`config.mk`:
```
export PLATFORM = sky130hd
export DESIGN_NAME = mem_access_stage
export DESIGN_NICKNAME = d
export VERILOG_FILES = /design/src/rtl/mem_pkg.sv /design/src/rtl/mem_access_stage_load_align.sv /design/src/rtl/mem_access_stage.sv
export SDC_FILE = /design/constraint.sdc
export NUM_CORES = 1
export LEC_CHECK = 0
export ABC_CLOCK_PERIOD_IN_PS = 3050
export CORE_ASPECT_RATIO = 2
export CORE_UTILIZATION = 35
export DETAILED_ROUTE_END_ITERATION = 12
export MAX_ROUTING_LAYER = met4
export PLACE_DENSITY = 0.83
export REMOVE_ABC_BUFFERS = 1
export SLEW_MARGIN = 20
export SYNTH_ARGS = -nofsm -noshare
export SYNTH_HDL_FRONTEND = slang
export SYNTH_HIERARCHICAL = 1
export SYNTH_SLANG_ARGS = --single-unit
```
`constraint.sdc`:
```
create_clock -name clock -period 3.05 [get_ports clock]
set_input_delay 0.305 -clock clock [delete_from_list [all_inputs] [get_ports clock]]
set_output_delay 0.305 -clock clock [all_outputs]
set_load 0.02 [all_outputs]
```
`src/rtl/mem_pkg.sv`:
```
`default_nettype none
// ============================================================================
// Module      : mem_pkg
// Description : Shared constants for the memory-access stage: EX/MEM bundle
//               bit positions, load/store variant codes, FSM state encoding.
// Revision    : 1.0 - initial release
// ============================================================================
package mem_pkg;

    localparam int c_BUNDLE_W   = 113;
    localparam int c_RD_LO      = 0;
    localparam int c_RD_HI      = 4;
    localparam int c_ALU_LO     = 5;
    localparam int c_ALU_HI     = 36;
    localparam int c_PC_LO      = 37;
    localparam int c_PC_HI      = 68;
    localparam int c_IS_LOAD    = 69;
    localparam int c_IS_STORE   = 70;
    localparam int c_IS_CALL    = 71;
    localparam int c_REG_WRITE  = 72;
    localparam int c_IS_AUIPC   = 73;
    localparam int c_RS2_LO     = 74;
    localparam int c_RS2_HI     = 105;
    localparam int c_BRANCH     = 106;
    localparam int c_LV_LO      = 107;
    localparam int c_LV_HI      = 109;
    localparam int c_SV_LO      = 110;
    localparam int c_SV_HI      = 112;

    localparam logic [2:0] c_LV_LB  = 3'b000;
    localparam logic [2:0] c_LV_LH  = 3'b001;
    localparam logic [2:0] c_LV_LW  = 3'b010;
    localparam logic [2:0] c_LV_LBU = 3'b100;
    localparam logic [2:0] c_LV_LHU = 3'b101;

    localparam logic [2:0] c_SV_SB  = 3'b000;
    localparam logic [2:0] c_SV_SH  = 3'b001;
    localparam logic [2:0] c_SV_SW  = 3'b010;

    localparam logic [1:0] c_SIZE_BYTE = 2'd0;
    localparam logic [1:0] c_SIZE_HALF = 2'd1;
    localparam logic [1:0] c_SIZE_WORD = 2'd2;

    typedef enum logic [0:0] {
        S_IDLE = 1'b0,
        S_WAIT = 1'b1
    } mem_state_t;

    // Unknown load codes are sized as bytes so they never count as misaligned.
    function automatic logic [1:0] f_access_size(input logic       is_store,
                                                 input logic [2:0] lv,
                                                 input logic [2:0] sv);
        logic [2:0] v;
        v = is_store ? sv : lv;
        if (v == c_LV_LW)
            return c_SIZE_WORD;
        else if (v == c_LV_LH || (!is_store && v == c_LV_LHU))
            return c_SIZE_HALF;
        else
            return c_SIZE_BYTE;
    endfunction

endpackage : mem_pkg
`default_nettype wire

```
`src/rtl/mem_access_stage_load_align.sv`:
```
`default_nettype none
// ============================================================================
// Module      : load_align
// Description : Selects the addressed byte/half/word lane of a load response
//               and sign- or zero-extends it. Purely combinational.
// Revision    : 1.0 - initial release
// ============================================================================
module load_align
    import mem_pkg::*;
(
    input  logic [1:0]  i_addr_lo,
    input  logic [2:0]  i_variant,
    input  logic [31:0] i_rdata,
    output logic [31:0] o_data
);

    logic [7:0]  w_byte;
    logic [15:0] w_half;

    always_comb begin
        w_byte = i_rdata[7:0];
        case (i_addr_lo)
            2'd0:    w_byte = i_rdata[7:0];
            2'd1:    w_byte = i_rdata[15:8];
            2'd2:    w_byte = i_rdata[23:16];
            default: w_byte = i_rdata[31:24];
        endcase
        w_half = i_addr_lo[1] ? i_rdata[31:16] : i_rdata[15:0];
    end

    always_comb begin
        o_data = 32'd0;
        case (i_variant)
            c_LV_LB:  o_data = {{24{w_byte[7]}}, w_byte};
            c_LV_LH:  o_data = {{16{w_half[15]}}, w_half};
            c_LV_LW:  o_data = i_rdata;
            c_LV_LBU: o_data = {24'd0, w_byte};
            c_LV_LHU: o_data = {16'd0, w_half};
            default:  o_data = 32'd0;
        endcase
    end

endmodule : load_align
`default_nettype wire

```
`src/rtl/mem_access_stage.sv`:
```
`default_nettype none
// ============================================================================
// Module      : mem_access_stage
// Description : Pipeline MEM stage: issues data-memory requests, stalls while
//               waiting, aligns loads and registers the MEM/WB word.
//               Optional macro MEM_MISALIGN_TRAP_EN traps misaligned accesses.
// Revision    : 1.0 - initial release
// ============================================================================
module mem_access_stage
    import mem_pkg::*;
(
    input  logic                  clock,
    input  logic                  reset,
    input  logic [c_BUNDLE_W-1:0] i_em_bundle,
    output logic                  o_dmem_req,
    output logic                  o_dmem_we,
    output logic [31:0]           o_dmem_addr,
    output logic [31:0]           o_dmem_wdata,
    output logic [3:0]            o_dmem_be,
    input  logic [31:0]           i_dmem_rdata,
    input  logic                  i_dmem_ready,
    output logic                  o_mem_stall,
    output logic [4:0]            o_mw_rd,
    output logic [31:0]           o_mw_wb_data,
    output logic                  o_mw_reg_write,
    output logic                  o_mw_should_branch,
    output logic                  o_mw_misalign
);

    logic [4:0]  w_rd;
    logic [31:0] w_alu;
    logic [31:0] w_pc;
    logic [31:0] w_rs2;
    logic [2:0]  w_lv;
    logic [2:0]  w_sv;
    logic        w_is_load;
    logic        w_is_store;
    logic        w_is_call;
    logic        w_reg_write;
    logic        w_branch;
    logic        w_store_ok;
    logic [1:0]  w_size;
    logic        w_trap;
    logic [31:0] w_addr;
    logic        w_mem_op;
    logic        w_req;
    logic [31:0] w_load_data;
    logic [31:0] w_wb_data;
    logic        w_unused_auipc;

    mem_state_t  r_state;
    logic [4:0]  r_mw_rd;
    logic [31:0] r_mw_wb_data;
    logic        r_mw_reg_write;
    logic        r_mw_should_branch;
    logic        r_mw_misalign;

    assign w_rd        = i_em_bundle[c_RD_HI:c_RD_LO];
    assign w_alu       = i_em_bundle[c_ALU_HI:c_ALU_LO];
    assign w_pc        = i_em_bundle[c_PC_HI:c_PC_LO];
    assign w_rs2       = i_em_bundle[c_RS2_HI:c_RS2_LO];
    assign w_lv        = i_em_bundle[c_LV_HI:c_LV_LO];
    assign w_sv        = i_em_bundle[c_SV_HI:c_SV_LO];
    assign w_is_store  = i_em_bundle[c_IS_STORE];
    assign w_is_load   = i_em_bundle[c_IS_LOAD] & ~w_is_store;
    assign w_is_call   = i_em_bundle[c_IS_CALL];
    assign w_reg_write = i_em_bundle[c_REG_WRITE];
    assign w_branch    = i_em_bundle[c_BRANCH];
    // AUIPC results already arrive on alu_result; the flag needs no handling.
    assign w_unused_auipc = i_em_bundle[c_IS_AUIPC];

    assign w_store_ok = (w_sv == c_SV_SB) || (w_sv == c_SV_SH) || (w_sv == c_SV_SW);
    assign w_size     = f_access_size(w_is_store, w_lv, w_sv);

`ifdef MEM_MISALIGN_TRAP_EN
    logic w_misaligned;
    assign w_misaligned = ((w_size == c_SIZE_HALF) && w_alu[0]) ||
                          ((w_size == c_SIZE_WORD) && (w_alu[1:0] != 2'b00));
    assign w_trap = (w_is_load | (w_is_store & w_store_ok)) & w_misaligned;
    assign w_addr = w_alu;
`else
    assign w_trap = 1'b0;
    always_comb begin
        w_addr = w_alu;
        if (w_size == c_SIZE_WORD)
            w_addr[1:0] = 2'b00;
        else if (w_size == c_SIZE_HALF)
            w_addr[0] = 1'b0;
    end
`endif

    assign w_mem_op = (w_is_load | (w_is_store & w_store_ok)) & ~w_trap;
    // Requests are masked during reset so nothing leaks out of an abandoned access.
    assign w_req    = ~reset & ((r_state == S_WAIT) | w_mem_op);

    assign o_dmem_req  = w_req;
    assign o_mem_stall = w_req & ~i_dmem_ready;
    assign o_dmem_we   = w_is_store;
    assign o_dmem_addr = w_addr;

    always_comb begin
        o_dmem_be    = 4'b1111;
        o_dmem_wdata = w_rs2;
        if (w_is_store) begin
            case (w_sv)
                c_SV_SB: begin
                    o_dmem_be    = 4'b0001 << w_addr[1:0];
                    o_dmem_wdata = {4{w_rs2[7:0]}};
                end
                c_SV_SH: begin
                    o_dmem_be    = 4'b0011 << w_addr[1:0];
                    o_dmem_wdata = {2{w_rs2[15:0]}};
                end
                default: begin
                    o_dmem_be    = 4'b1111;
                    o_dmem_wdata = w_rs2;
                end
            endcase
        end
    end

    load_align u_load_align (
        .i_addr_lo (w_addr[1:0]),
        .i_variant (w_lv),
        .i_rdata   (i_dmem_rdata),
        .o_data    (w_load_data)
    );

    always_comb begin
        if (w_is_load)
            w_wb_data = w_load_data;
        else if (w_is_call)
            w_wb_data = w_pc + 32'd4;
        else
            w_wb_data = w_alu;
    end

    always_ff @(posedge clock or posedge reset) begin
        if (reset) begin
            r_state            <= S_IDLE;
            r_mw_rd            <= 5'd0;
            r_mw_wb_data       <= 32'd0;
            r_mw_reg_write     <= 1'b0;
            r_mw_should_branch <= 1'b0;
            r_mw_misalign      <= 1'b0;
        end else begin
            case (r_state)
                S_IDLE: if (w_mem_op && !i_dmem_ready) r_state <= S_WAIT;
                S_WAIT: if (i_dmem_ready)              r_state <= S_IDLE;
                default:                               r_state <= S_IDLE;
            endcase

            if (o_mem_stall) begin
                r_mw_rd            <= 5'd0;
                r_mw_wb_data       <= 32'd0;
                r_mw_reg_write     <= 1'b0;
                r_mw_should_branch <= 1'b0;
                r_mw_misalign      <= 1'b0;
            end else begin
                r_mw_rd            <= w_rd;
                r_mw_wb_data       <= w_wb_data;
                r_mw_reg_write     <= w_reg_write & (w_rd != 5'd0) & ~w_is_store & ~w_trap;
                r_mw_should_branch <= w_branch;
                r_mw_misalign      <= w_trap;
            end
        end
    end

    assign o_mw_rd            = r_mw_rd;
    assign o_mw_wb_data       = r_mw_wb_data;
    assign o_mw_reg_write     = r_mw_reg_write;
    assign o_mw_should_branch = r_mw_should_branch;
    assign o_mw_misalign      = r_mw_misalign;

endmodule : mem_access_stage
`default_nettype wire
```
==> out/metrics.cfg <==
[final_layout]
utilization = 0.582
drive_above_1_share = 0.125
nFillCells = 1080
final_cell_area_um2 = 7100
layout_common_cells = 256 x clkdlybuf4s50_1, 48 x nor2_1, 44 x a21oi_1, 40 x dfrtp_1, 27 x mux2_2
seq_area_um2 = 1000
nNetsFinal = 882
layout_commonest_cell = clkdlybuf4s50_1
multiInputGateArea_um2 = 2840
area_growth_pct = 61.5
insertedDiodeCount = 0

[worst_setup_path]
cp-start-kind = input pin
cp.arrival_ps = 2600
cp_slowest_cell = clkdlybuf4s50_1
endpoint_kind = primary output
max_stage_delay_ps = 640
cp_top_family = buffers and inverters
crit_fanout = 14
required_ps = 2740
cp_cell_sequence = clkdlybuf4s50_1, nor2b_1, nand3b_1, and3_1, buf_4, inv_1, o211ai_1, clkdlybuf4s50_1
cp_num_buf_inv = 4
path_class = in2out
cp_common_cell = clkdlybuf4s50_1

[routing]
wl_mm = 18.6
wl_per_cell_um = 21.1
initialDrtViolationCount = 347
ant_nets = 0
viasPerCell = 5.75
drc = 0
dr.pass1.iters = 5
vias = 5062

[global_routing]
grt_usage = 0.296
grt_remaining_overflow = 0
grt_pass1_wl_mm = 28.0
first_global_vias = 5116
met2_usage = 0.506
top_usage_layer = met2
grt_max_degree = 40
antenna_found_initial = 0
grt_use_met1 = 0.323
met3_usage = 0.0239

[logic_synthesis]
ys_ff_latch = 40
synth_mux_area_frac = 0.140
synth_compound_area_frac = 0.229
yosys.area_share.adder = 0.00285
synth-main-ff-cell = dfrtp_1
synth_top_family_by_area = compound AO/OA/AOI/OAI gates
synth_xor_area_frac = 0.0478
syn_inst = 523
synth.distinct_cells = 60
yosysWarnings = 6
yosys.area.top_type = dfrtp_1
synth_edf_count = 0
syn-mean-instance-area_um2 = 8.40
ys_seq_area_frac = 0.228
synth.top_cell.area_share = 0.228
syn_area_um2 = 4390
synthTopCellsByArea = dfrtp_1 23%, buf_4 7.7%, mux2_2 6.9%, a21oi_1 5.0%, mux2i_1 4.1%
async_reset_ff_frac = 1.00
synthSimpleGateAreaFrac = 0.224

[pwr]
p_sw_uw = 774
leakage_uw = 0.00268
power.density_nw_per_um2 = 346
swShare = 0.316
p_seq_frac = 0.247
comb_power_share = 0.435
p_int_uw = 1680
ir_drop_v = 0.000413
clockPowerShare = 0.318

[sta]
clock_skew_ps = 5.19
hold_violations = 0
holdWs_ps = 543
maxSlewViolCount = 0
relSlewSlack = 0.446
tightestPinTransition_ps = 829
setup_viol = 0
clock.fmax_mhz = 345
grt_setup_unrepaired = false
period_needed_ps = 2900
min_period_over_period = 0.951
setup-tns-final_ps = 0

[clock_network]
ctsHtreeMaxLevel = 2
cts_buffers = 5
cts.path.max_buffers = 2
cts_resized = 0
cts.clk_slew.worst_paths_ps = 60
clock-root-buffer = clkbuf_16
cts_sinks = 40
ctsHoldBuffers = 0
post-cts-setup-buffers = 0
clk_latency_ps = 290
tritoncts = yes

[floorplanning]
ios = 259
die_area_um2 = 13000
num_rows = 57
fp.dieH_um = 160
fp.dieW_um = 81.2
core_area_um2 = 12200
start_util = 0.360

[min_path]
hp-class = in2async

[placed_design]
dp_hpwl_mm = 14.9
io_buffers = 256
place_area_um2 = 6880
gp_congestion = 0.911

[run_status]
run_status = finished clean

[run]
cap_violations = 0

[worst register-to-register path, cell delays in order (launching register included)]
cell	delay [ps]
dfrtp_1	380
a211oi_1	310
nand2b_1	200
inv_2	150
or4_1	530
o211ai_1	100
[cell usage after synthesis, types with 8 or more instances]
cell type	n
buf_4	45
nor3_1	8
nand2_1	21
xnor2_1	15
a21oi_1	44
nand4_1	9
and2_1	8
nand3_1	13
xor2_1	9
nor2b_1	9
o21ai_0	14
mux2_2	27
mux2i_1	18
dfrtp_1	40
inv_1	15
buf_2	11
a211oi_1	23
clkbuf_1	20
a22oi_1	19
nor2_1	48
nor3b_1	14
[through the flow]
step	worst slack, ps	std cells	total power (µW)
finish	149	881	2450
global route	26.3	881	2550
global placement	52.1	873	1660
CTS	132	881	2460
detailed placement	39.7	873	1670
floorplan	4.43	442	1030
[registers in the layout, summed over array words and instances (netlist names)]
signal and count:
r_state 1, o_mw_should_branch 1, o_mw_reg_write 1, o_mw_wb_data 32, o_mw_rd 5
[power by group through the flow]
stage	clock, µW	sequential, µW	combinational [µW]
6_report	781	606	1070
5_1_grt	814	609	1130
4_1_cts	792	606	1060
3_5_place_dp	0	615	1060
3_3_place_gp	0	615	1050
2_1_floorplan	0	681	350
[layout make-up]
class | instances | area share
flip-flops and latches | 40 | 0.141
clock inverters | 3 | 0.0127
clock buffers | 5 | 0.0176
inverters | 16 | 0.00846
repair buffers | 284 | 0.394
multi-input cells | 386 | 0.400
well taps | 147 | 0.0259
[per-layer routing]
layer / vias up / share of wire
met2: 252 / 0.53
met4: 0 / 0.056
met1: 2429 / 0.37
li1: 2325 / -
met5: - / 0
met3: 56 / 0.045
[worst paths after layout]
kind / cells after the start / slack, ps / start / end
max: 8 / 150 / i_em_bundle[70] / o_dmem_be[2]
min: 2 / 540 / reset / o_mw_wb_data[5]$_DFF_PP0_
max reg2reg: 5 / 1290 / r_state$_DFF_PP0_ / o_mw_wb_data[16]$_DFF_PP0_
min reg2reg: 2 / 550 / r_state$_DFF_PP0_ / r_state$_DFF_PP0_
max in group asynchronous: 3 / 1890 / reset / o_mw_wb_data[26]$_DFF_PP0_
min in group clock: 2 / 550 / r_state$_DFF_PP0_ / r_state$_DFF_PP0_
[kinds of logic after synthesis]
logic type | count (synthesis)
multiplexers | 51
flip-flops | 40
other | 1
adder cells (fa/ha/maj) | 1
AO/OA/AOI/OAI | 139
AND/OR/NAND/NOR | 170
XOR/XNOR | 24
buffers and inverters | 97
(Power assumes the default switching activity.)
